`src/rtl/data_mem_unit.sv`:
```
// Load/store stage: runs a req/ack data-memory transaction, formats byte/half/word
// lanes and stalls the core until the access completes or times out.
module data_mem_unit #(
  parameter int unsigned TimeoutCycles = 16
) (
  input  logic        clk_i,
  input  logic        rst_i,
  input  logic        mem_read_i,
  input  logic        mem_write_i,
  input  logic [2:0]  funct3_i,
  input  logic [31:0] alu_result_i,
  input  logic [31:0] write_data_i,
  output logic [31:0] read_data_o,
  output logic        stall_o,
  output logic        access_fault_o,
  output logic        bus_err_o,
  output logic        bus_req_o,
  output logic        bus_we_o,
  output logic [31:0] bus_addr_o,
  output logic [3:0]  bus_be_o,
  output logic [31:0] bus_wdata_o,
  input  logic        bus_ack_i,
  input  logic [31:0] bus_rdata_i
);

  localparam int unsigned CntW = (TimeoutCycles > 2) ? $clog2(TimeoutCycles) : 1;
  localparam logic [CntW-1:0] CntLimit = CntW'(TimeoutCycles - 1);

  typedef enum logic [1:0] {StIdle, StAccess, StDone} state_e;

  state_e          state_q, state_d;
  logic [CntW-1:0] cnt_q, cnt_d;
  logic [31:0]     addr_q, addr_d;
  logic [31:0]     wdata_q, wdata_d;
  logic [2:0]      funct3_q, funct3_d;
  logic            we_q, we_d;
  logic [31:0]     read_data_q, read_data_d;

  logic        req;
  logic        fault;
  logic        in_idle;
  logic        in_access;
  logic [31:0] load_fmt;
  logic [3:0]  store_be;
  logic [31:0] store_wdata;

  assign req       = mem_read_i | mem_write_i;
  assign in_idle   = (state_q == StIdle);
  assign in_access = (state_q == StAccess);

  // Request validity: unsupported size, misalignment, or unsigned store.
  always_comb begin
    fault = 1'b0;
    case (funct3_i)
      3'b000:  fault = 1'b0;
      3'b001:  fault = alu_result_i[0];
      3'b010:  fault = (alu_result_i[1:0] != 2'b00);
      3'b100:  fault = mem_write_i;
      3'b101:  fault = mem_write_i | alu_result_i[0];
      default: fault = 1'b1;
    endcase
  end

  // Load lane extraction from the latched address and size.
  always_comb begin
    logic [7:0]  byte_sel;
    logic [15:0] half_sel;
    byte_sel = bus_rdata_i[8*addr_q[1:0] +: 8];
    half_sel = addr_q[1] ? bus_rdata_i[31:16] : bus_rdata_i[15:0];
    case (funct3_q[1:0])
      2'b00:   load_fmt = {{24{byte_sel[7] & ~funct3_q[2]}}, byte_sel};
      2'b01:   load_fmt = {{16{half_sel[15] & ~funct3_q[2]}}, half_sel};
      default: load_fmt = bus_rdata_i;
    endcase
  end

  // Store byte enables and lane replication from the latched request.
  always_comb begin
    store_be    = 4'b0000;
    store_wdata = 32'h0;
    case (funct3_q[1:0])
      2'b00: begin
        store_be    = 4'b0001 << addr_q[1:0];
        store_wdata = {4{wdata_q[7:0]}};
      end
      2'b01: begin
        store_be    = addr_q[1] ? 4'b1100 : 4'b0011;
        store_wdata = {2{wdata_q[15:0]}};
      end
      2'b10: begin
        store_be    = 4'b1111;
        store_wdata = wdata_q;
      end
      default: begin
        store_be    = 4'b0000;
        store_wdata = 32'h0;
      end
    endcase
  end

  // Next-state logic for the access FSM, timeout counter and load result.
  always_comb begin
    state_d     = state_q;
    cnt_d       = cnt_q;
    addr_d      = addr_q;
    wdata_d     = wdata_q;
    funct3_d    = funct3_q;
    we_d        = we_q;
    read_data_d = read_data_q;
    bus_err_o   = 1'b0;
    unique case (state_q)
      StIdle: begin
        if (req && !fault) begin
          addr_d   = alu_result_i;
          wdata_d  = write_data_i;
          funct3_d = funct3_i;
          we_d     = mem_write_i;
          cnt_d    = '0;
          state_d  = StAccess;
        end
      end
      StAccess: begin
        if (bus_ack_i) begin
          if (!we_q) read_data_d = load_fmt;
          state_d = StDone;
        end else if (cnt_q == CntLimit) begin
          bus_err_o   = 1'b1;
          read_data_d = 32'h0;
          state_d     = StDone;
        end else begin
          cnt_d = cnt_q + 1'b1;
        end
      end
      StDone: begin
        // Request is deliberately not sampled here so the instruction retires once.
        state_d = StIdle;
      end
      default: state_d = StIdle;
    endcase
  end

  // State and datapath registers.
  always_ff @(posedge clk_i or posedge rst_i) begin
    if (rst_i) begin
      state_q     <= StIdle;
      cnt_q       <= '0;
      addr_q      <= 32'h0;
      wdata_q     <= 32'h0;
      funct3_q    <= 3'b000;
      we_q        <= 1'b0;
      read_data_q <= 32'h0;
    end else begin
      state_q     <= state_d;
      cnt_q       <= cnt_d;
      addr_q      <= addr_d;
      wdata_q     <= wdata_d;
      funct3_q    <= funct3_d;
      we_q        <= we_d;
      read_data_q <= read_data_d;
    end
  end

  // Bus and core-facing outputs; reset forces the combinational ones low.
  always_comb begin
    read_data_o    = read_data_q;
    stall_o        = ~rst_i & ((in_idle & req & ~fault) | in_access);
    access_fault_o = ~rst_i & in_idle & req & fault;
    bus_req_o      = in_access;
    bus_we_o       = in_access & we_q;
    bus_addr_o     = in_access ? {addr_q[31:2], 2'b00} : 32'h0;
    bus_be_o       = in_access ? (we_q ? store_be : 4'b1111) : 4'b0000;
    bus_wdata_o    = (in_access && we_q) ? store_wdata : 32'h0;
  end

endmodule

```
`config.mk`:
```
export PLATFORM = sky130hd
export DESIGN_NAME = data_mem_unit
export DESIGN_NICKNAME = d
export VERILOG_FILES = /design/src/rtl/data_mem_unit.sv
export SDC_FILE = /design/constraint.sdc
export NUM_CORES = 1
export LEC_CHECK = 0
export ABC_AREA = 1
export CORE_MARGIN = 1.5
export CORE_UTILIZATION = 30
export CTS_CLUSTER_SIZE = 24
export DETAILED_ROUTE_END_ITERATION = 6
export PLACE_DENSITY_LB_ADDON = 0.15
export SYNTH_ARGS = -nofsm -noshare
export SYNTH_HDL_FRONTEND = slang
export SYNTH_SLANG_ARGS = --single-unit
export TNS_END_PERCENT = 30
```
`constraint.sdc`:
```
create_clock -name clk_i -period 7.4 [get_ports clk_i]
set_input_delay 1.85 -clock clk_i [delete_from_list [all_inputs] [get_ports clk_i]]
set_output_delay 1.85 -clock clk_i [all_outputs]
set_load 0.03 [all_outputs]
```
==> out/qor.yml, run 1 <==
synth:
  ys_warn_count: 0
  synth_seq_area_share_pct: 45.7
  synth_top_area_share_pct: 45.7
  post_synth_main_area_contributors: "sky130_fd_sc_hd__dfrtp_1 46%, sky130_fd_sc_hd__nand2_1 20%, sky130_fd_sc_hd__nand3_1 6.0%, sky130_fd_sc_hd__inv_1 5.9%, sky130_fd_sc_hd__nor2_1 5.4%"
  synth_area_leader_cell: "sky130_fd_sc_hd__dfrtp_1"
  post_synth_inst_count: 833
  synthesis.area_sq_um: 5810
  syn_avg_cell_area_sq_um: 6.97
  ys_types: 28
  ys_seq_elements: 106
worst_setup_path:
  setup.worst_path.start_class: "input pin"
  cp_cell_sequence: "clkdlybuf4s50_1 > a21oi_1 > o21ai_0 > nand2_2 > nand2_4 > a21oi_1 > clkdlybuf4s50_1"
  required_ns: 5.55
  ff_to_ff_start: "addr_q[1]"
  worst_path_largest_cell_delay_ns: 0.69
  critical_path.endpoint_type: "primary output"
  path_max_fanout: 31
  worst_path_dominant_cell_family: "buffers and inverters"
  crit_buf_inv: 2
  worstPathArrival_ns: 4.26
  startpoint_of_the_most_critical_setup_path: "funct3_i[1]"
  crit_slowest_cell: "sky130_fd_sc_hd__clkdlybuf4s50_1"
  path_class: "in -> out"
power_and_ir_drop:
  vdd.ir_drop.worst_mv: 0.128
  pwr_density_cell_nw_per_um2: 326
  total_switching_power_mw: 1.19
  share_comb_of_total_power_pct: 46.8
  seq_power_share_pct: 35.1
  p_clk_share_pct: 18.1
  internal-power_mw: 1.50
  finalPower_mw: 2.70
  sw_frac_of_total_pct: 44.3
  cell_leakage_power_nw: 4.12
die:
  floorplan.rows: 50
  floorplan.core_area_sq_um: 18800
  dieWidth_um: 142
  initial_utilization_pct: 30.9
  die_h_um: 142
  floorplan.die_area_sq_um: 20200
  i_o_pin_count: 209
layout:
  antennaDiodeCount: 0
  area.growth.synth_to_final_pct: 42.5
  most_common_cell_after_layout_fill_and_taps_aside: "sky130_fd_sc_hd__nand2_1"
  final_nets: 1114
  final_layout_size_suffix_gt1_share_pct: 3.94
  fin_area_sq_um: 8280
  stdcell_count: 1274
  layout_common_cells: "309 x sky130_fd_sc_hd__nand2_1, 206 x sky130_fd_sc_hd__clkdlybuf4s50_1, 106 x sky130_fd_sc_hd__dfrtp_1"
cts:
  cts.repair.resized: 0
  tritoncts: "yes"
  cts-root-buf: "sky130_fd_sc_hd__clkbuf_16"
  clock_path_buffers: 2
  cts_hold_repair.buffers: 0
  clk_pin_slew_worst_paths_ns: 0.07
  tritoncts.num_buffers: 9
  insertion_delay_ns: 0.36
  cts_post_setup_buffers_inserted: 0
  htree_num_levels: 3
  cts_sinks: 106
drt:
  vias_per_cell: 4.58
  met3_wirelength_um: 1840
  wire_length_on_met1_um: 8850
  wl_per_cell_um: 15.3
  via_count: 5832
  met2WireLength_um: 8580
  drt_drc_violations_left: 0
  drt_first_pass_iters: 5
  highest-signal-layer: "met4"
  drt_iter0_markers: 354
  drt.antenna.violating_nets: 0
  drt_wl_total_um: 19500
sta:
  tightestPinTransition_ns: 1.11
  setup_total_negative_slack_ns: 0
  fmax_ghz: 0.164
  unrepaired_setup_endpoints_after_global_routing: "no"
  hold_viol: 0
  skew_ns: 0.00964
  finalCriticalPeriod_ns: 6.11
  timing.slew.headroom_pct: 25.5
  timing_max_transition_violations_final: 0
  setup_viol: 0
  fin_crit_sh_pct: 82.5
placement:
  hpwlAfterDp_um: 14000
  placement.cell_area_sq_um: 7980
  port_buffers: 206
  gp_congestion: 0.829
  dp_cell_count: 1258
worst_hold_path:
  min-delay-path-class: "reg -> reg"
  worstHoldStart: "wdata_q[28]"
global_route:
  grt_overflow: 0
  grt_pass1_wl_um: 30800
  vias_in_the_first_global_route: 5544
  largest_net_degree_at_the_start_of_global_routing: 88
  grt_antenna_before_repair: 0
  grt_usage_pct: 19.8
status:
  run_status: "complete, no violations"
run:
  cap_viol_max_count: 0
## cell usage after synthesis
master                     instances
sky130_fd_sc_hd__clkbuf_1         14
sky130_fd_sc_hd__nand3_1          70
sky130_fd_sc_hd__inv_1            91
sky130_fd_sc_hd__a21oi_1          59
sky130_fd_sc_hd__nor3_1            4
sky130_fd_sc_hd__nor2_2            2
sky130_fd_sc_hd__nor3_4            2
sky130_fd_sc_hd__nor2_1           84
sky130_fd_sc_hd__ha_1              1
sky130_fd_sc_hd__xor2_1            1
sky130_fd_sc_hd__nor2_4            2
sky130_fd_sc_hd__nand2_4           1
sky130_fd_sc_hd__buf_4             7
sky130_fd_sc_hd__conb_1            1
sky130_fd_sc_hd__o21ai_0          37
sky130_fd_sc_hd__nand2_1         309
sky130_fd_sc_hd__nand2_2           5
sky130_fd_sc_hd__buf_2            21
sky130_fd_sc_hd__o31ai_1           2
sky130_fd_sc_hd__nand3_4           1
sky130_fd_sc_hd__dfrtp_1         106
sky130_fd_sc_hd__a21oi_2           1
sky130_fd_sc_hd__buf_6             5
sky130_fd_sc_hd__nand4_1           1
sky130_fd_sc_hd__inv_4             1
sky130_fd_sc_hd__o21ai_2           1
sky130_fd_sc_hd__a41oi_1           2
sky130_fd_sc_hd__inv_2             2
## cell families after synthesis
family	after synthesis	synth area share, %
simple gates	481	34.1
buf+inv	141	10.7
flops	106	45.7
compound gates	102	9.13
xor+xnor	1	0.151
fa+ha+maj	1	0.215
other cells	1	0.0646
## power groups by stage
| stage | registers (mW) | logic [mW] | clock network (mW) |
|---|---|---|---|
| after floorplan | 1.03 | 0.703 | 0 |
| after global placement | 0.955 | 1.27 | 0 |
| after detailed placement | 0.958 | 1.27 | 0 |
| after CTS | 0.948 | 1.28 | 0.505 |
| after global routing | 0.978 | 1.39 | 0.526 |
| final | 0.945 | 1.26 | 0.488 |
## registers in the layout, indices dropped and copies added (netlist names)
signal / count
addr_q: 32
cnt_q: 4
funct3_q: 3
read_data_o: 32
state_q: 2
wdata_q: 32
we_q: 1
## cell type report
| type | count | area, sq um |
|---|---|---|
| Timing Repair Buffer | 211 | 2100 |
| Multi-Input combinational cell | 587 | 2540 |
| Tap cell | 260 | 325 |
| Clock inverter | 6 | 58.8 |
| Fill cell | 1957 | 10600 |
| Inverter | 94 | 358 |
| Clock buffer | 10 | 239 |
| Sequential cell | 106 | 2650 |
## per-stage QoR
stage | setup slack (ns) | hold slack, ns | utilization [%]
floorplan | 0.867 | 0.442 | -
global placement | 1.29 | 0.458 | 42.4
CTS | 1.23 | 0.478 | 44.0
finish | 1.29 | 0.477 | 44.0
detailed placement | 1.25 | 0.461 | 42.4
global route | 1.08 | 0.502 | 44.0
## worst min-delay path, delay by kind of cell (launching register included)
| kind | cells | cell delay, ns |
|---|---|---|
| simple gates | 2 | 0.09 |
| flops | 1 | 0.35 |
## per-layer routing
metal	vias up	global-route usage [%]
met1	2686	27.2
met5	-	0
li1	2919	-
met2	212	30.5
met3	15	5.65
met4	0	5.53
## path summary, 6_finish.rpt
kind | endpoint | slack, ns | cells past startpoint
max in group asynchronous | read_data_o[21] | 4.24 | 3
worst max register to register | read_data_o[9] | 5.09 | 7
worst max-delay path | stall_o | 1.29 | 7
worst min register to register | wdata_q[28] | 0.48 | 2
min in group asynchronous | wdata_q[17] | 1.97 | 2
worst min-delay path | wdata_q[28] | 0.48 | 2
(Power assumes the default switching activity.)
==> run 2, diff against run 1 <==
==> constraint.sdc (replaced) <==
create_clock -name clk_i -period 5.8 [get_ports clk_i]
set_input_delay 1.45 -clock clk_i [delete_from_list [all_inputs] [get_ports clk_i]]
set_output_delay 1.45 -clock clk_i [all_outputs]
set_load 0.03 [all_outputs]
==> run 2 against run 1 <==
Compared with the run above:
- routed wire length shrank 1.0%
- first-iteration DRC count shrank 22%
- cell count grew 0.24%
- power grew 28%
- critical path type unchanged
- cell area grew 0.41%
- register-to-register slack lost 1.6 ns
- utilization grew 0.18 points
- sequential share of layout area shrank 0.13 points
- clock skew shrank 0.0011 ns
==> out/qor.yml, run 2 (synthesis results as in run 1) <==
layout:
  antennaDiodeCount: 0  # unchanged
  utilization_pct: 44.1  # was 44.0%
  layout_common_cells: "309 x sky130_fd_sc_hd__nand2_1, 206 x sky130_fd_sc_hd__clkdlybuf4s50_1, 106 x sky130_fd_sc_hd__dfrtp_1"  # unchanged
  fin_area_sq_um: 8310  # was 8280 sq um
  final.fill_count: 1959  # was 1957
  final_nets: 1117  # was 1114
  final_layout_size_suffix_gt1_share_pct: 4.23  # was 3.94%
  most_common_cell_after_layout_fill_and_taps_aside: "sky130_fd_sc_hd__nand2_1"  # unchanged
  area.growth.synth_to_final_pct: 43.1  # was 42.5%
cts:
  cts_post_setup_buffers_inserted: 0  # unchanged
  cts_sinks: 106  # unchanged
  tritoncts.num_buffers: 9  # unchanged
  clock_path_buffers: 2  # unchanged
  cts.repair.resized: 0  # unchanged
  cts_hold_repair.buffers: 0  # unchanged
  insertion_delay_ns: 0.37  # was 0.36 ns
  htree_num_levels: 3  # unchanged
  clk_pin_slew_worst_paths_ns: 0.08  # was 0.07 ns
  cts-root-buf: "sky130_fd_sc_hd__clkbuf_16"  # unchanged
  tritoncts: "yes"  # unchanged
power_and_ir_drop:
  sw_frac_of_total_pct: 44.5  # was 44.3%
  internal-power_mw: 1.92  # was 1.50 mW
  share_comb_of_total_power_pct: 46.9  # was 46.8%
  vdd.ir_drop.worst_mv: 0.169  # was 0.128 mV
  total_switching_power_mw: 1.54  # was 1.19 mW
  pwr_density_cell_nw_per_um2: 416  # was 326 nW/um^2
  cell_leakage_power_nw: 4.14  # was 4.12 nW
  seq_power_share_pct: 34.3  # was 35.1%
  p_clk_share_pct: 18.8  # was 18.1%
placement:
  preCtsSetupSlack_ns: 0.848  # was 1.25 ns
  port_buffers: 206  # unchanged
  placement.cell_area_sq_um: 8000  # was 7980 sq um
  hpwlAfterDp_um: 13700  # was 14000 um
  gp_congestion: 0.841  # was 0.829
worst_setup_path:
  required_ns: 4.35  # was 5.55 ns
  ff_to_ff_start: "state_q[0]"  # was addr_q[1]
  worstPathArrival_ns: 3.49  # was 4.26 ns
  worst_r2r_endpoint: "read_data_o[26]"  # was read_data_o[9]
  path_class: "in -> out"  # unchanged
  setup.worst_path.start_class: "input pin"  # unchanged
  startpoint_of_the_most_critical_setup_path: "mem_write_i"  # was funct3_i[1]
  critical_path.endpoint_type: "primary output"  # unchanged
  worst_path_dominant_cell_family: "buffers and inverters"  # unchanged
  crit_buf_inv: 2  # unchanged
  path_max_fanout: 14  # was 31
  worst_path_largest_cell_delay_ns: 0.69  # about the same
  worst-r2r-cell-count: 6  # was 7
  cp_cell_sequence: "clkdlybuf4s50_1 > nor2_1 > nor3_4 > nand2_4 > a21oi_1 > clkdlybuf4s50_1"  # was clkdlybuf4s50_1 > a21oi_1 > o21ai_0 > nand2_2 > nand2_4 > a21oi_1 > clkdlybuf4s50_1
  reg2reg_setup_slack_ns: 3.53  # was 5.09 ns
  worst_path_most_repeated_cell: "sky130_fd_sc_hd__clkdlybuf4s50_1"
  crit_slowest_cell: "sky130_fd_sc_hd__clkdlybuf4s50_1"  # unchanged
drt:
  drt_iter0_markers: 277  # was 354
  drt_first_pass_iters: 5  # unchanged
  vias_per_cell: 4.50  # was 4.58
  drt_drc_violations_left: 0  # unchanged
  drt_wl_total_um: 19300  # was 19500 um
  via_count: 5751  # was 5832
  drt.antenna.violating_nets: 0  # unchanged
  wl_per_cell_um: 15.1  # was 15.3 um
worst_hold_path:
  min-delay-path-class: "reg -> reg"  # unchanged
  min_delay_path_depth: 2  # unchanged
  hold_end: "wdata_q[22]"  # was wdata_q[28]
  worstHoldStart: "wdata_q[22]"  # was wdata_q[28]
sta:
  worst_slack_ns: 0.860  # was 1.29 ns
  fmax_ghz: 0.202
  unrepaired_setup_endpoints_after_global_routing: "no"  # unchanged
  setup_total_negative_slack_ns: 0  # unchanged
  finalCriticalPeriod_ns: 4.94
  timing_max_transition_violations_final: 0  # unchanged
  worst_hold_slack_ns: 0.477  # about the same
  skew_ns: 0.00853  # was 0.00964 ns
  tightestPinTransition_ns: 1.11  # about the same
  hold_viol: 0  # unchanged
  timing.slew.headroom_pct: 25.5  # about the same
  setup_viol: 0  # unchanged
  fin_crit_sh_pct: 85.2
die:
  floorplan.core_area_sq_um: 18800  # unchanged
  initial_utilization_pct: 30.9  # unchanged
  dieWidth_um: 142  # unchanged
  floorplan.die_area_sq_um: 20200  # unchanged
  die_h_um: 142  # unchanged
  floorplan.rows: 50  # unchanged
  i_o_pin_count: 209  # unchanged
global_route:
  grt_overflow: 0  # unchanged
  largest_net_degree_at_the_start_of_global_routing: 105  # was 88
  grt_usage_pct: 19.4  # was 19.8%
  grt_pass1_wl_um: 30200  # was 30800 um
  grt_antenna_before_repair: 0  # unchanged
  vias_in_the_first_global_route: 5603  # was 5544
run:
  cap_viol_max_count: 0  # unchanged
status:
  run_status: "complete, no violations"  # unchanged
-- run 2: cell types whose count changed in the layout (fill, tap and decap cells not counted) --
cell,change
sky130_fd_sc_hd__buf_4,+3
sky130_fd_sc_hd__inv_8,+3
sky130_fd_sc_hd__clkbuf_8,-1
sky130_fd_sc_hd__clkinv_4,-1
sky130_fd_sc_hd__clkinvlp_4,-1
sky130_fd_sc_hd__inv_12,+1
sky130_fd_sc_hd__inv_6,-1
-- run 2: per-stage QoR --
step	power, mW	std cells
after floorplan	2.22	834
after global placement	2.83	1261
after detailed placement	2.84	1261
after CTS	3.50	1277
after global routing	3.71	1277
final	3.46	1277
-- run 2: worst max-delay path by stage --
stage | endpoint | slack, ns | depth (start not counted)
floorplan | access_fault_o | 0.07 | 3
global placement | stall_o | 0.88 | 6
detailed placement | stall_o | 0.85 | 6
CTS | stall_o | 0.83 | 6
global route | stall_o | 0.73 | 6
finish | stall_o | 0.86 | 6
-- run 2: power groups by stage --
stage,clock (mW),combinational (mW),sequential (mW)
detailed placement,0,1.64,1.20
global route,0.698,1.79,1.22
floorplan,0,0.897,1.32
finish,0.650,1.62,1.19
CTS,0.667,1.65,1.19
global placement,0,1.63,1.20
-- run 2: final cells by class --
class	instances	area, sq um	share of cell area [%]
inverter	94	358	4.31
sequential	106	2650	31.9
multi-input combinational	587	2540	30.6
clock buffer	9	225	2.71
timing repair buffer	214	2120	25.5
clock inverter	7	83.8	1.01
tap	260	325	3.91
-- run 2: metal layers --
layer  global-route usage, %  share of wire, %
met2                    31.4                46
met4                    5.48               1.0
met3                    6.06               9.2
met5                       0                 0
met1                    25.1                44
-- run 2: worst register-to-register path: stages, from the launching register on --
cell and delay, ns:
sky130_fd_sc_hd__dfrtp_1 0.40, sky130_fd_sc_hd__inv_1 0.06, sky130_fd_sc_hd__nor2_2 0.16, sky130_fd_sc_hd__inv_2 0.33
sky130_fd_sc_hd__nor3_4 0.97, sky130_fd_sc_hd__nand3_1 0.19, sky130_fd_sc_hd__nand2_1 0.10
==> run 3, diff against run 2 <==
--- a/config.mk
+++ b/config.mk
@@ -7,7 +7,7 @@
 export LEC_CHECK = 0
 export ABC_AREA = 1
 export CORE_MARGIN = 1.5
-export CORE_UTILIZATION = 30
+export CORE_UTILIZATION = 44
 export CTS_CLUSTER_SIZE = 24
 export DETAILED_ROUTE_END_ITERATION = 6
 export PLACE_DENSITY_LB_ADDON = 0.15
==> run 3 against run 2 <==
Compared with the run above:
- clock power fell by 9.7%
- sequential share of layout area rose by 0.63 points
- routed wire length fell by 9.7%
- critical path depth did not move
- maximum frequency rose by 1.6%
- non-clock buffer count fell by 2
- cell area fell by 1.9%
- via count rose by 3.1%
- setup slack improved by 0.079 ns
- largest power group unchanged
==> out/qor.yml, run 3 (synthesis results as in run 1) <==
power_and_ir_drop:
  cell_leakage_power_nw: 4.12  # was 4.14 nW
  vdd.ir_drop.worst_mv: 0.192  # was 0.169 mV
  share_comb_of_total_power_pct: 47.0  # was 46.9%
  total_switching_power_mw: 1.48  # was 1.54 mW
  seq_power_share_pct: 35.7  # was 34.3%
  pwr_density_cell_nw_per_um2: 415  # was 416 nW/um^2
  p_clk_share_pct: 17.4  # was 18.8%
  sw_frac_of_total_pct: 43.8  # was 44.5%
  internal-power_mw: 1.90  # was 1.92 mW
run:
  cap_viol_max_count: 0  # unchanged
sta:
  worst_hold_slack_ns: 0.479  # was 0.477 ns
  timing.slew.headroom_pct: 25.9  # was 25.5%
  setup_total_negative_slack_ns: 0  # unchanged
  finalCriticalPeriod_ns: 4.86  # was 4.94 ns
  fin_crit_sh_pct: 83.8  # was 85.2%
  setup_viol: 0  # unchanged
  fmax_ghz: 0.206  # was 0.202 GHz
  skew_ns: 0.00495  # was 0.00853 ns
  hold_viol: 0  # unchanged
  timing_max_transition_violations_final: 0  # unchanged
  unrepaired_setup_endpoints_after_global_routing: "no"  # unchanged
  tightestPinTransition_ns: 1.11  # about the same
drt:
  via_count: 5930  # was 5751
  drt_iter0_markers: 383  # was 277
  drt_drc_violations_left: 0  # unchanged
  drt.antenna.violating_nets: 0  # unchanged
  wl_per_cell_um: 14.7  # was 15.1 um
  drt_wl_total_um: 17400  # was 19300 um
  drt_first_pass_iters: 5  # unchanged
  vias_per_cell: 5.00  # was 4.50
global_route:
  grt_antenna_before_repair: 0  # unchanged
  grt_pass1_wl_um: 28500  # was 30200 um
  vias_in_the_first_global_route: 5720  # was 5603
  grt_overflow: 0  # unchanged
  largest_net_degree_at_the_start_of_global_routing: 117  # was 105
  grt_usage_pct: 25.7  # was 19.4%
worst_setup_path:
  worst_path_largest_cell_delay_ns: 0.71  # was 0.69 ns
  required_ns: 4.35  # about the same
  startpoint_of_the_most_critical_setup_path: "state_q[1]"  # was mem_write_i
  setup.worst_path.start_class: "flop"  # was input pin
  cp_cell_sequence: "nor2_2 > inv_2 > nor2_1 > inv_1 > a21oi_1 > clkdlybuf4s50_1"  # was clkdlybuf4s50_1 > nor2_1 > nor3_4 > nand2_4 > a21oi_1 > clkdlybuf4s50_1
  critical_path.endpoint_type: "primary output"  # unchanged
  path_class: "reg -> out"  # was in -> out
  path_max_fanout: 40  # was 14
  worstPathArrival_ns: 3.41  # was 3.49 ns
  crit_slowest_cell: "sky130_fd_sc_hd__nor2_1"  # was sky130_fd_sc_hd__clkdlybuf4s50_1
  ff_to_ff_start: "state_q[1]"  # was state_q[0]
cts:
  cts.repair.resized: 0  # unchanged
  clock_path_buffers: 2  # unchanged
  cts_sinks: 106  # unchanged
  tritoncts: "yes"  # unchanged
  clk_pin_slew_worst_paths_ns: 0.07  # was 0.08 ns
  cts_hold_repair.buffers: 0  # unchanged
  tritoncts.num_buffers: 9  # unchanged
  cts-root-buf: "sky130_fd_sc_hd__clkbuf_16"  # unchanged
  htree_num_levels: 3  # unchanged
  cts_post_setup_buffers_inserted: 0  # unchanged
  insertion_delay_ns: 0.36  # was 0.37 ns
placement:
  gp_congestion: 0.900  # was 0.841
  dp_cell_count: 1171  # was 1261
  port_buffers: 206  # unchanged
  hpwlAfterDp_um: 12600  # was 13700 um
layout:
  final_layout_size_suffix_gt1_share_pct: 4.04  # was 4.23%
  antennaDiodeCount: 0  # unchanged
  stdcell_count: 1186  # was 1277
  most_common_cell_after_layout_fill_and_taps_aside: "sky130_fd_sc_hd__nand2_1"  # unchanged
  area.growth.synth_to_final_pct: 40.3  # was 43.1%
  layout_common_cells: "309 x sky130_fd_sc_hd__nand2_1, 205 x sky130_fd_sc_hd__clkdlybuf4s50_1, 106 x sky130_fd_sc_hd__dfrtp_1"  # was 309 x sky130_fd_sc_hd__nand2_1, 206 x sky130_fd_sc_hd__clkdlybuf4s50_1, 106 x sky130_fd_sc_hd__dfrtp_1
  final_nets: 1115  # was 1117
die:
  floorplan.die_area_sq_um: 13900  # was 20200 sq um
  floorplan.core_area_sq_um: 12800  # was 18800 sq um
  i_o_pin_count: 209  # unchanged
  initial_utilization_pct: 45.5  # was 30.9%
  die_h_um: 118  # was 142 um
  floorplan.rows: 41  # was 50
  dieWidth_um: 118  # was 142 um
worst_hold_path:
  worstHoldStart: "read_data_o[1]"  # was wdata_q[22]
  min-delay-path-class: "reg -> reg"  # unchanged
status:
  run_status: "complete, no violations"  # unchanged
-- run 3: cell types whose count changed in the layout (fill, tap and decap cells not counted) --
cell,before,now
sky130_fd_sc_hd__buf_4,8,7
sky130_fd_sc_hd__clkdlybuf4s50_1,206,205
sky130_fd_sc_hd__clkinv_2,0,1
sky130_fd_sc_hd__clkinv_4,0,2
sky130_fd_sc_hd__clkinv_8,1,0
sky130_fd_sc_hd__clkinvlp_4,0,1
sky130_fd_sc_hd__inv_12,1,0
sky130_fd_sc_hd__inv_6,2,1
sky130_fd_sc_hd__inv_8,3,1
-- run 3: layout make-up --
| type | count | area (sq um) |
|---|---|---|
| tap | 172 | 215 |
| fill | 1146 | 4620 |
| timing repair buffer | 212 | 2100 |
| clock inverter | 6 | 50.0 |
| sequential | 106 | 2650 |
| inverter | 94 | 358 |
| clock buffer | 9 | 225 |
| multi-input combinational | 587 | 2540 |
-- run 3: through the flow --
step / worst slack (ns) / total power, mW / utilization (%) / area, sq um
after global routing: 0.604 / 3.61 / 63.8 / 8150
after floorplan: 0.0675 / 2.22 / - / 5810
after global placement: 0.983 / 2.80 / 61.6 / 7870
after detailed placement: 0.990 / 2.81 / 61.6 / 7870
after CTS: 0.938 / 3.40 / 63.8 / 8150
final: 0.939 / 3.38 / 63.8 / 8150
-- run 3: routing by layer --
metal  vias up  part of all wire (%)  GRT usage, %
met1      2716                    44          33.7
met5         -                     0             0
met3        40                   8.6          7.99
li1       2919                     -             -
met4         0                   3.2          9.91
met2       255                    45          39.6
-- run 3: critical path, delay by kind of cell, from the launching register on --
kind                   cells  cell delay (ns)
buffers and inverters      3             1.47
AO/OA/AOI/OAI              1             0.26
AND/OR/NAND/NOR            2             0.90
flip-flops                 1             0.42
-- run 3: final timing paths --
kind / end / cells past startpoint / slack [ns]
worst max-delay path: bus_wdata_o[18] / 6 / 0.94
worst min-delay path: read_data_o[1] / 2 / 0.48
worst max register to register: read_data_o[21] / 5 / 3.58
worst min register to register: read_data_o[1] / 2 / 0.48
max in group asynchronous: read_data_o[9] / 3 / 3.05
min in group asynchronous: wdata_q[2] / 2 / 1.46
-- run 3: power groups by stage --
stage / clock network (mW) / registers [mW] / logic, mW
floorplan: 0 / 1.32 / 0.897
global placement: 0 / 1.21 / 1.59
detailed placement: 0 / 1.21 / 1.59
CTS: 0.596 / 1.21 / 1.60
global route: 0.629 / 1.24 / 1.75
finish: 0.587 / 1.21 / 1.59
